<file path="src/rtl/hs_reg_responder.sv">
// rtl/hs_reg_responder.sv - valid/ready request/response responder backed by a small register file
//
// Requests {we, addr, wdata, id} are queued in a DEPTH-entry FIFO. An IDLE/WAIT/RESP
// FSM pops them in order, waits LATENCY cycles, executes them against the register
// file and presents one response per request.
//
// Ports:
//   clk, rst_n            clock (rising edge), asynchronous active-low reset
//   req_valid/req_ready   request handshake (req_ready registered)
//   req_we/addr/wdata/id  request payload
//   rsp_valid/rsp_ready   response handshake (rsp_valid registered)
//   rsp_we/data/id/err    response payload; err = address out of range
//   busy                  any accepted request still awaiting its response handshake
module hs_reg_responder #(
    parameter int DATA_W     = 32,
    parameter int ADDR_W     = 4,
    parameter int NUM_REGS   = 12,
    parameter int ID_W       = 4,
    parameter int DEPTH      = 4,
    parameter int LATENCY    = 2,
    parameter int READY_MODE = 0
) (
    input  logic              clk,
    input  logic              rst_n,
    input  logic              req_valid,
    output logic              req_ready,
    input  logic              req_we,
    input  logic [ADDR_W-1:0] req_addr,
    input  logic [DATA_W-1:0] req_wdata,
    input  logic [ID_W-1:0]   req_id,
    output logic              rsp_valid,
    input  logic              rsp_ready,
    output logic              rsp_we,
    output logic [DATA_W-1:0] rsp_data,
    output logic [ID_W-1:0]   rsp_id,
    output logic              rsp_err,
    output logic              busy
);

    localparam int PTR_W   = $clog2(DEPTH);
    localparam int ENTRY_W = 1 + ADDR_W + DATA_W + ID_W;
    localparam int NREG_IMPL = 1 << ADDR_W;

    localparam logic [PTR_W:0]  DEPTH_C    = (PTR_W+1)'(DEPTH);
    localparam logic [PTR_W:0]  PTR_ONE    = (PTR_W+1)'(1);
    localparam logic [ADDR_W:0] NUM_REGS_C = (ADDR_W+1)'(NUM_REGS);
    localparam logic [3:0]      LAT_C      = 4'(LATENCY);

    typedef enum logic [1:0] {
        IDLE,
        WAIT,
        RESP
    } state_t;

    state_t               state;
    logic [3:0]           lat_cnt;
    logic [ENTRY_W-1:0]   fifo_mem [DEPTH];
    logic [PTR_W:0]       wr_ptr;
    logic [PTR_W:0]       rd_ptr;
    logic [PTR_W:0]       count;
    logic [PTR_W:0]       count_next;
    logic [ENTRY_W-1:0]   head;
    logic [ENTRY_W-1:0]   cur;
    logic [ENTRY_W-1:0]   exec_entry;
    logic [DATA_W-1:0]    regs [NREG_IMPL];

    logic                 push;
    logic                 pop;
    logic                 rsp_hs;
    logic                 fifo_empty;
    logic                 exec_en;
    logic                 active_next;
    logic                 exec_we;
    logic [ADDR_W-1:0]    exec_addr;
    logic [DATA_W-1:0]    exec_wdata;
    logic [ID_W-1:0]      exec_id;
    logic                 exec_in_range;

    // Pointers carry one extra bit so that full (count == DEPTH) and empty differ.
    assign count      = wr_ptr - rd_ptr;
    assign fifo_empty = (count == '0);
    assign head       = fifo_mem[rd_ptr[PTR_W-1:0]];

    assign push   = req_valid && req_ready;
    assign rsp_hs = rsp_valid && rsp_ready;

    // The head is taken either from IDLE or on the very edge a response completes,
    // which is what allows back-to-back responses.
    assign pop = !fifo_empty && ((state == IDLE) || ((state == RESP) && rsp_hs));

    always_comb begin
        count_next = count;
        if (push) begin
            count_next = count_next + PTR_ONE;
        end
        if (pop) begin
            count_next = count_next - PTR_ONE;
        end
    end

    assign active_next = pop || (state == WAIT) || ((state == RESP) && !rsp_hs);

    // With zero latency the popped head is executed on the pop edge itself;
    // otherwise the held entry executes as WAIT expires.
    assign exec_en    = ((state == WAIT) && (lat_cnt == 4'd1)) || (pop && (LATENCY == 0));
    assign exec_entry = (state == WAIT) ? cur : head;
    assign {exec_we, exec_addr, exec_wdata, exec_id} = exec_entry;
    assign exec_in_range = ({1'b0, exec_addr} < NUM_REGS_C);

    // Payload storage needs no reset: validity is tracked entirely by the pointers.
    always_ff @(posedge clk) begin
        if (push) begin
            fifo_mem[wr_ptr[PTR_W-1:0]] <= {req_we, req_addr, req_wdata, req_id};
        end
    end

    always_ff @(posedge clk or negedge rst_n) begin
        if (!rst_n) begin
            state     <= IDLE;
            lat_cnt   <= '0;
            wr_ptr    <= '0;
            rd_ptr    <= '0;
            cur       <= '0;
            req_ready <= 1'b0;
            rsp_valid <= 1'b0;
            rsp_we    <= 1'b0;
            rsp_data  <= '0;
            rsp_id    <= '0;
            rsp_err   <= 1'b0;
            busy      <= 1'b0;
            for (int i = 0; i < NREG_IMPL; i++) begin
                regs[i] <= '0;
            end
        end else begin
            if (push) begin
                wr_ptr <= wr_ptr + PTR_ONE;
            end
            if (pop) begin
                rd_ptr <= rd_ptr + PTR_ONE;
            end

            if (READY_MODE == 0) begin
                req_ready <= (count_next != DEPTH_C);
            end else begin
                // Ready answers a pending valid for exactly one cycle, then drops.
                req_ready <= !req_ready && req_valid && (count_next != DEPTH_C);
            end

            busy <= (count_next != '0) || active_next;

            // Response payload only changes when a new request executes, so it
            // stays stable while a response is stalled.
            if (exec_en) begin
                rsp_we  <= exec_we;
                rsp_id  <= exec_id;
                rsp_err <= !exec_in_range;
                if (exec_we) begin
                    rsp_data <= exec_wdata;
                    if (exec_in_range) begin
                        regs[exec_addr] <= exec_wdata;
                    end
                end else begin
                    rsp_data <= exec_in_range ? regs[exec_addr] : '0;
                end
            end

            case (state)
                IDLE: begin
                    if (pop) begin
                        if (LATENCY == 0) begin
                            state     <= RESP;
                            rsp_valid <= 1'b1;
                        end else begin
                            cur     <= head;
                            lat_cnt <= LAT_C;
                            state   <= WAIT;
                        end
                    end
                end
                WAIT: begin
                    if (lat_cnt == 4'd1) begin
                        state     <= RESP;
                        rsp_valid <= 1'b1;
                        lat_cnt   <= '0;
                    end else begin
                        lat_cnt <= lat_cnt - 4'd1;
                    end
                end
                RESP: begin
                    if (rsp_hs) begin
                        if (pop) begin
                            if (LATENCY == 0) begin
                                rsp_valid <= 1'b1;
                            end else begin
                                cur       <= head;
                                lat_cnt   <= LAT_C;
                                state     <= WAIT;
                                rsp_valid <= 1'b0;
                            end
                        end else begin
                            state     <= IDLE;
                            rsp_valid <= 1'b0;
                        end
                    end
                end
                default: begin
                    state     <= IDLE;
                    rsp_valid <= 1'b0;
                end
            endcase
        end
    end

endmodule

</file>
<file path="config.mk">
export PLATFORM = sky130hd
export DESIGN_NAME = hs_reg_responder
export DESIGN_NICKNAME = d
export VERILOG_FILES = /design/src/rtl/hs_reg_responder.sv
export SDC_FILE = /design/constraint.sdc
export NUM_CORES = 1
export LEC_CHECK = 0
export ABC_AREA = 0
export BUFFER_PORTS_ARGS = -buffer_cell sky130_fd_sc_hd__buf_2
export CAP_MARGIN = 25
export CORE_MARGIN = 2
export CORE_UTILIZATION = 55
export CTS_CLUSTER_DIAMETER = 80
export DETAILED_ROUTE_END_ITERATION = 6
export GPL_ROUTABILITY_DRIVEN = 1
export MAX_ROUTING_LAYER = met4
export PLACE_DENSITY = 0.79
export SLEW_MARGIN = 20
export SYNTH_ARGS = -nofsm -noshare
export SYNTH_HDL_FRONTEND = slang
export SYNTH_SLANG_ARGS = --single-unit
</file>
<file path="constraint.sdc">
create_clock -name clk -period 3.44 [get_ports clk]
set_input_delay 0.172 -clock clk [delete_from_list [all_inputs] [get_ports clk]]
set_output_delay 0.172 -clock clk [all_outputs]
set_load 0.01 [all_outputs]
</file>
==> results of run 1 <==
## worst register-to-register path: stages (launching register included)
cell	delay (ns)
dfrtp_2	0.57
mux2i_1	0.65
nand2_2	0.61
buf_4	0.39
o32ai_1	0.27
nor3_1	0.11
o22ai_1	0.39
o21ai_1	0.11
## cell families after synthesis
| kind of cell | Yosys count |
|---|---|
| multiplexers | 182 |
| XOR/XNOR | 9 |
| AND/OR/NAND/NOR | 734 |
| AO/OA/AOI/OAI | 830 |
| buffers and inverters | 253 |
| adder cells (fa/ha/maj) | 12 |
| flip-flops | 642 |
## stage by stage
| step | util, % | setup WS, ns | instances | total power [mW] | hold slack (ns) |
|---|---|---|---|---|---|
| 6_report | 63.14 | 0.2096 | 3489 | 35.97 | 0.07239 |
| 5_1_grt | 63.14 | 0.07609 | 3489 | 37.57 | 0.05956 |
| 4_1_cts | 63.14 | 0.3488 | 3488 | 35.32 | 0.02570 |
| 3_5_place_dp | 58.54 | 0.3767 | 3330 | 28.28 | 0.2994 |
| 3_3_place_gp | 58.50 | 0.4936 | 3329 | 27.57 | 0.2944 |
| 2_1_floorplan | - | 0.8387 | 2662 | 22.90 | -0.1236 |
## state kept, by name, indices dropped and copies added (netlist names)
name       cells
rd_ptr         3
regs         384
state          2
rsp_valid      1
rsp_err        1
fifo_mem     164
rsp_data      32
lat_cnt        4
wr_ptr         3
rsp_we         1
cur           41
busy           1
req_ready      1
rsp_id         4
## where the power goes
part / internal [mW] / switching, mW
logic: 6.41 / 10.2
registers: 10.4 / 2.05
clock network: 3.94 / 2.95
## timing repair
item	in CTS	in global routing
hold endpoints to repair	258	0
hold buffers	43	0
setup endpoints to repair	0	0
## layer usage
| metal | vias to the layer above | global-route usage [%] |
|---|---|---|
| met5 | - | - |
| met4 | 0 | 11.60 |
| met1 | 11693 | 39.94 |
| li1 | 9985 | - |
| met2 | 1609 | 48.58 |
| met3 | 259 | 5.829 |
## layout make-up
cell class / instances / area, um^2 / area share (%)
Sequential cell: 642 / 16900 / 49.82
Tap cell: 696 / 870.8 / 2.568
Inverter: 13 / 48.80 / 0.1439
Multi-Input combinational cell: 1767 / 11850 / 34.94
Clock inverter: 28 / 312.8 / 0.9224
Antenna cell: 1 / 2.502 / 0.007379
Timing Repair Buffer: 255 / 2207 / 6.509
Clock buffer: 87 / 1725 / 5.088
## worst max-delay path by stage
stage,endpoint,slack [ns]
2_1_floorplan,cur[0],0.84
3_3_place_gp,regs[223],0.49
3_5_place_dp,regs[194],0.38
4_1_cts,regs[192],0.35
5_1_grt,rsp_data[26],0.08
6_report,rsp_data[23],0.21
## cell usage in the layout (no fill, tap or decap), drive strengths merged, types with 2 or more instances in the layout
cell type | synthesis | final
o31ai | 2 | 2
dlygate4sd3 | 0 | 43
a31oi | 4 | 4
inv | 13 | 15
buf | 146 | 212
o32ai | 63 | 63
clkbuf | 94 | 87
o21ai | 44 | 44
nor2b | 2 | 2
a211oi | 2 | 2
o22ai | 158 | 158
nand2b | 2 | 2
clkinvlp | 0 | 4
bufinv | 0 | 6
mux2i | 35 | 35
a21oi | 484 | 484
xnor2 | 5 | 5
dfrtp | 478 | 478
nor2 | 396 | 396
o21a | 2 | 2
ha | 11 | 11
nor3b | 2 | 2
mux2 | 44 | 44
o2bb2ai | 62 | 62
nor3 | 112 | 112
edfxtp | 164 | 164
clkinv | 0 | 16
nand2 | 168 | 168
nand3 | 9 | 9
mux4 | 103 | 103
xor2 | 4 | 4
and3 | 38 | 38
==> results.cfg, run 1 <==
[global_route]
antenna_found_initial = 1
grtUsageTotal_pct = 30.76
grt_pass1_vias = 23686
grt-ovfl-total = 0
grt_max_degree = 104
grt_pass1_wl_um = 132200

[critical_path]
r2r-end = rsp_data[23]
critPathBufInv = 1
arrival_ns = 3.72
worstPathCellList = mux2i_1 -> nand2_2 -> buf_4 -> o32ai_1 -> nor3_1 -> o22ai_1 -> o21ai_1
crit_type = reg -> reg
rrSetupSlack_ns = 0.21
r2r_start = rd_ptr[1]
cp.required_ns = 3.93
crit_path_end_kind = register
cp_slowest_cell = mux2i_1
cp_slowest_stage_delay_ns = 0.64
crit_family = compound AO/OA/AOI/OAI gates
worstRegToRegCells = 7
cp-startpoint = rd_ptr[1]
path_max_fanout = 22
start_kind = register
cp_num_cells = 7

[route]
avgViaCountPerCell = 6.749
remaining_drc_errors = 0
vias = 23546
wl_met3_um = 8967
drt-total-wl_um = 83780
dr_wl_met2_um = 40560
top_layer = met4
postRouteAntennaNets = 0
firstDrtPassIters = 7
wl_met1_um = 31540
post_drt_wl_per_cell_um = 24.01
drt-initial-drc-count = 3018

[finish]
fill_cells = 3836
layout.nets = 2797
syn2layout_area_growth_pct = 13.55
stdcell_area_mm2 = 0.03391
drive_gt1_share_pct = 19.70

[yosys]
synthArstFlopShare_pct = 74.45
ys_top_cells_by_area = dfrtp_1 40%, edfxtp_1 16%, mux4_2 7.8%
synth_fa_ha_area_share_pct = 0.5279
synth_cells = 2662
synthMuxAreaShare_pct = 10.62
synth_edf_count = 164
synth-seq-area-share_pct = 56.54
synth_seq_cells = 642
ys.flop_type = dfrtp_1
synth_simple_gate_area_share_pct = 10.77
yosysTopAreaCellShare_pct = 40.05
synth-compound-area-share_pct = 17.19
synth-xor-area-share_pct = 0.2639
yosysTopAreaCell = dfrtp_1
syn_area_per_cell_um2 = 11.22
synthMostInstantiatedCell = dfrtp_1
yosysWarnings = 0
synth_common_cells = 478 x dfrtp_1, 429 x a21oi_1, 396 x nor2_1
synth_area_mm2 = 0.02986
synth.distinct_cells = 57
synth_top_family_by_area = compound AO/OA/AOI/OAI gates
syn_nets = 2719

[clocking]
cts_tree = built
clock_sinks = 642
root_buffer = clkbuf_16
cts_buffer_depth = 3
cts_resized = 0
clkLatencyLatePin_ns = 0.62
htreeDepth = 2
post_cts_buffers = 0
cts_buffers = 61
clk_pin_slew_ns = 0.07

[place]
numPortBuffers = 85
routabilityCongestion = 0.8871
hpwl_um = 48750
dpl_cell_area_mm2 = 0.03144

[sta]
slew_viol_final = 0
final.setup.tns_ns = 0
clock.fmax_mhz = 309.6
setup_viol = 0
worst_slew_pin_slew_ns = 0.8986
fin_crit_ns = 3.230
rsz0062_at_grt = false
post-route-period-util_pct = 93.91
relSlewSlack_pct = 40.10
skew_ns = 0.01311
hold_viol = 0

[hold_path]
holdCritStartpoint = req_valid
holdCritPathClass = in -> reg
hold_depth = 3
min_to = wr_ptr[0]

[power_and_ir_drop]
power.density_mw_per_mm2 = 1061
vdd_drop_max_mv = 0.7970
p_leak_nw = 13.96

[status]
status = finished, final reports clean

[floorplanning]
design.core.area_mm2 = 0.05371
die_x_um = 237.0
fp-row-count = 85
die_h_um = 237.0
io_pins = 86
design.die.area_mm2 = 0.05618
start_util_pct = 55.61

[run]
cap_viol_max_count = 0
(Power assumes the default switching activity.)
==> run 2: changes to the inputs <==
--- a/config.mk
+++ b/config.mk
@@ -9,12 +9,12 @@
 export BUFFER_PORTS_ARGS = -buffer_cell sky130_fd_sc_hd__buf_2
 export CAP_MARGIN = 25
 export CORE_MARGIN = 2
-export CORE_UTILIZATION = 55
+export CORE_UTILIZATION = 60
 export CTS_CLUSTER_DIAMETER = 80
 export DETAILED_ROUTE_END_ITERATION = 6
 export GPL_ROUTABILITY_DRIVEN = 1
 export MAX_ROUTING_LAYER = met4
-export PLACE_DENSITY = 0.79
+export PLACE_DENSITY = 0.84
 export SLEW_MARGIN = 20
 export SYNTH_ARGS = -nofsm -noshare
 export SYNTH_HDL_FRONTEND = slang
==> results.cfg, run 2 (same netlist as run 1, synthesis figures left out) <==
[status]
status = finished, violations left
violations = DRC

[route]
firstDrtPassIters = 7
drt-initial-drc-count = 3771
postRouteAntennaNets = 0
remaining_drc_errors = 8
vias = 24101
post_drt_wl_per_cell_um = 25.33
avgViaCountPerCell = 7.012
drt-total-wl_um = 87040

[global_route]
grt_max_degree = 112
grt_pass1_vias = 24141
grtUsageTotal_pct = 35.20
antenna_found_initial = 1
grt-ovfl-total = 0
grt_pass1_wl_um = 135200

[clocking]
clock_sinks = 642
htreeDepth = 2
root_buffer = clkbuf_16
post_cts_buffers = 0
cts_buffer_depth = 3
clk_pin_slew_ns = 0.07
cts_buffers = 60
cts_tree = built
clkLatencyLatePin_ns = 0.64

[sta]
clock.fmax_mhz = 308.9
fin_crit_ns = 3.237
setup_viol = 0
worst_slew_pin_slew_ns = 1.116
relSlewSlack_pct = 25.61
final.setup.tns_ns = 0
post-route-period-util_pct = 94.09
slew_viol_final = 0
hold_viol = 0
skew_ns = 0.02445
rsz0062_at_grt = false

[power_and_ir_drop]
power.density_mw_per_mm2 = 1077
vdd_drop_max_mv = 0.9380
p_leak_nw = 13.88

[critical_path]
cp.required_ns = 3.99
arrival_ns = 3.79
path_max_fanout = 14
start_kind = register
crit_type = reg -> reg
crit_path_end_kind = register

[finish]
syn2layout_area_growth_pct = 12.98
final_cells = 3437
drive_gt1_share_pct = 19.41
regMostFlops = regs
layout_common_cells = 474 x dfrtp_1, 428 x a21oi_1, 394 x nor2_1, 165 x nand2_1, 164 x edfxtp_1
largest_reg_flops = 384
layout.nets = 2777
layout_commonest_cell = dfrtp_1

[floorplanning]
design.die.area_mm2 = 0.05157
fp-row-count = 81
io_pins = 86
die_x_um = 227.1
die_h_um = 227.1
design.core.area_mm2 = 0.04905
start_util_pct = 60.88

[place]
hpwl_um = 48010
numPortBuffers = 85
dp_cells = 3279
routabilityCongestion = 0.8963

[hold_path]
holdCritPathClass = in -> reg

[run]
cap_viol_max_count = 0
-- run 2: cell count changes in the layout (fill, tap and decap cells not counted), sizes merged --
cell,previous run,this run
clkbuf,87,81
clkinv,16,14
buf,212,193
inv,15,16
bufinv,6,8
clkinvlp,4,8
-- run 2: layout make-up --
class                   instances  area [um^2]
inverters                      13        48.80
well taps                     664        830.8
repair buffers                236         2027
clock inverters                33        385.4
clock buffers                  81         1712
fillers                      3156        15310
diodes                          1        2.502
flip-flops and latches        642        16900
multi-input cells            1767        11840
-- run 2: repair_timing --
action,in CTS,in global routing
endpoints found under the hold margin,245,0
hold buffers,43,0
gates resized for setup,0,0
setup endpoints to repair,0,0
-- run 2: layer usage --
metal / global-route usage (%) / up-vias / part of all wire, % / wire (um)
met1: 45.43 / 11814 / 36 / 31510
met3: 8.609 / 429 / 12 / 10660
met2: 53.38 / 1907 / 47 / 41010
met5: - / - / 0 / 0
met4: 15.79 / 0 / 4.4 / 3852
li1: - / 9951 / - / -
-- run 2: worst paths after layout --
kind / depth (start not counted) / slack (ns) / start / end
max: 10 / 0.20 / lat_cnt[1] / rsp_data[29]
min: 3 / 0.10 / req_valid / wr_ptr[0]
max reg2reg: 10 / 0.20 / lat_cnt[1] / rsp_data[29]
min reg2reg: 2 / 0.48 / rsp_id[1] / rsp_id[1]
max in group asynchronous: 3 / 2.14 / rst_n / regs[303]
min in group asynchronous: 2 / 0.14 / rst_n / regs[222]
-- run 2: power breakdown --
part           switching [mW]  leakage [nW]  internal (mW)
registers                2.23          7.82           10.4
logic                    10.3          5.04           6.34
clock network            2.99          1.02           4.09
total                    15.5          13.9           20.8
-- run 2: critical path, cell delays in order, from the launching register on --
cell	delay [ns]
dfrtp_1	0.39
inv_1	0.13
ha_1	0.23
nor3b_1	0.47
nand2_1	0.15
nor3b_1	0.43
nand2_1	0.52
buf_4	0.38
a21oi_1	0.15
nor3_1	0.11
o21ai_1	0.19
-- run 2: through the flow --
stage / worst slack [ns] / instance area [um^2] / utilization, % / total power [mW] / hold slack, ns
global placement: 0.5455 / 31170 / 63.55 / 27.25 / 0.2259
floorplan: 0.8387 / 29860 / - / 22.90 / -0.1236
CTS: 0.2240 / 33740 / 68.78 / 35.44 / 0.04971
detailed placement: 0.2967 / 31210 / 63.63 / 28.15 / 0.2382
global route: 0.02989 / 33740 / 68.79 / 37.73 / 0.1059
finish: 0.2032 / 33740 / 68.79 / 36.33 / 0.1034
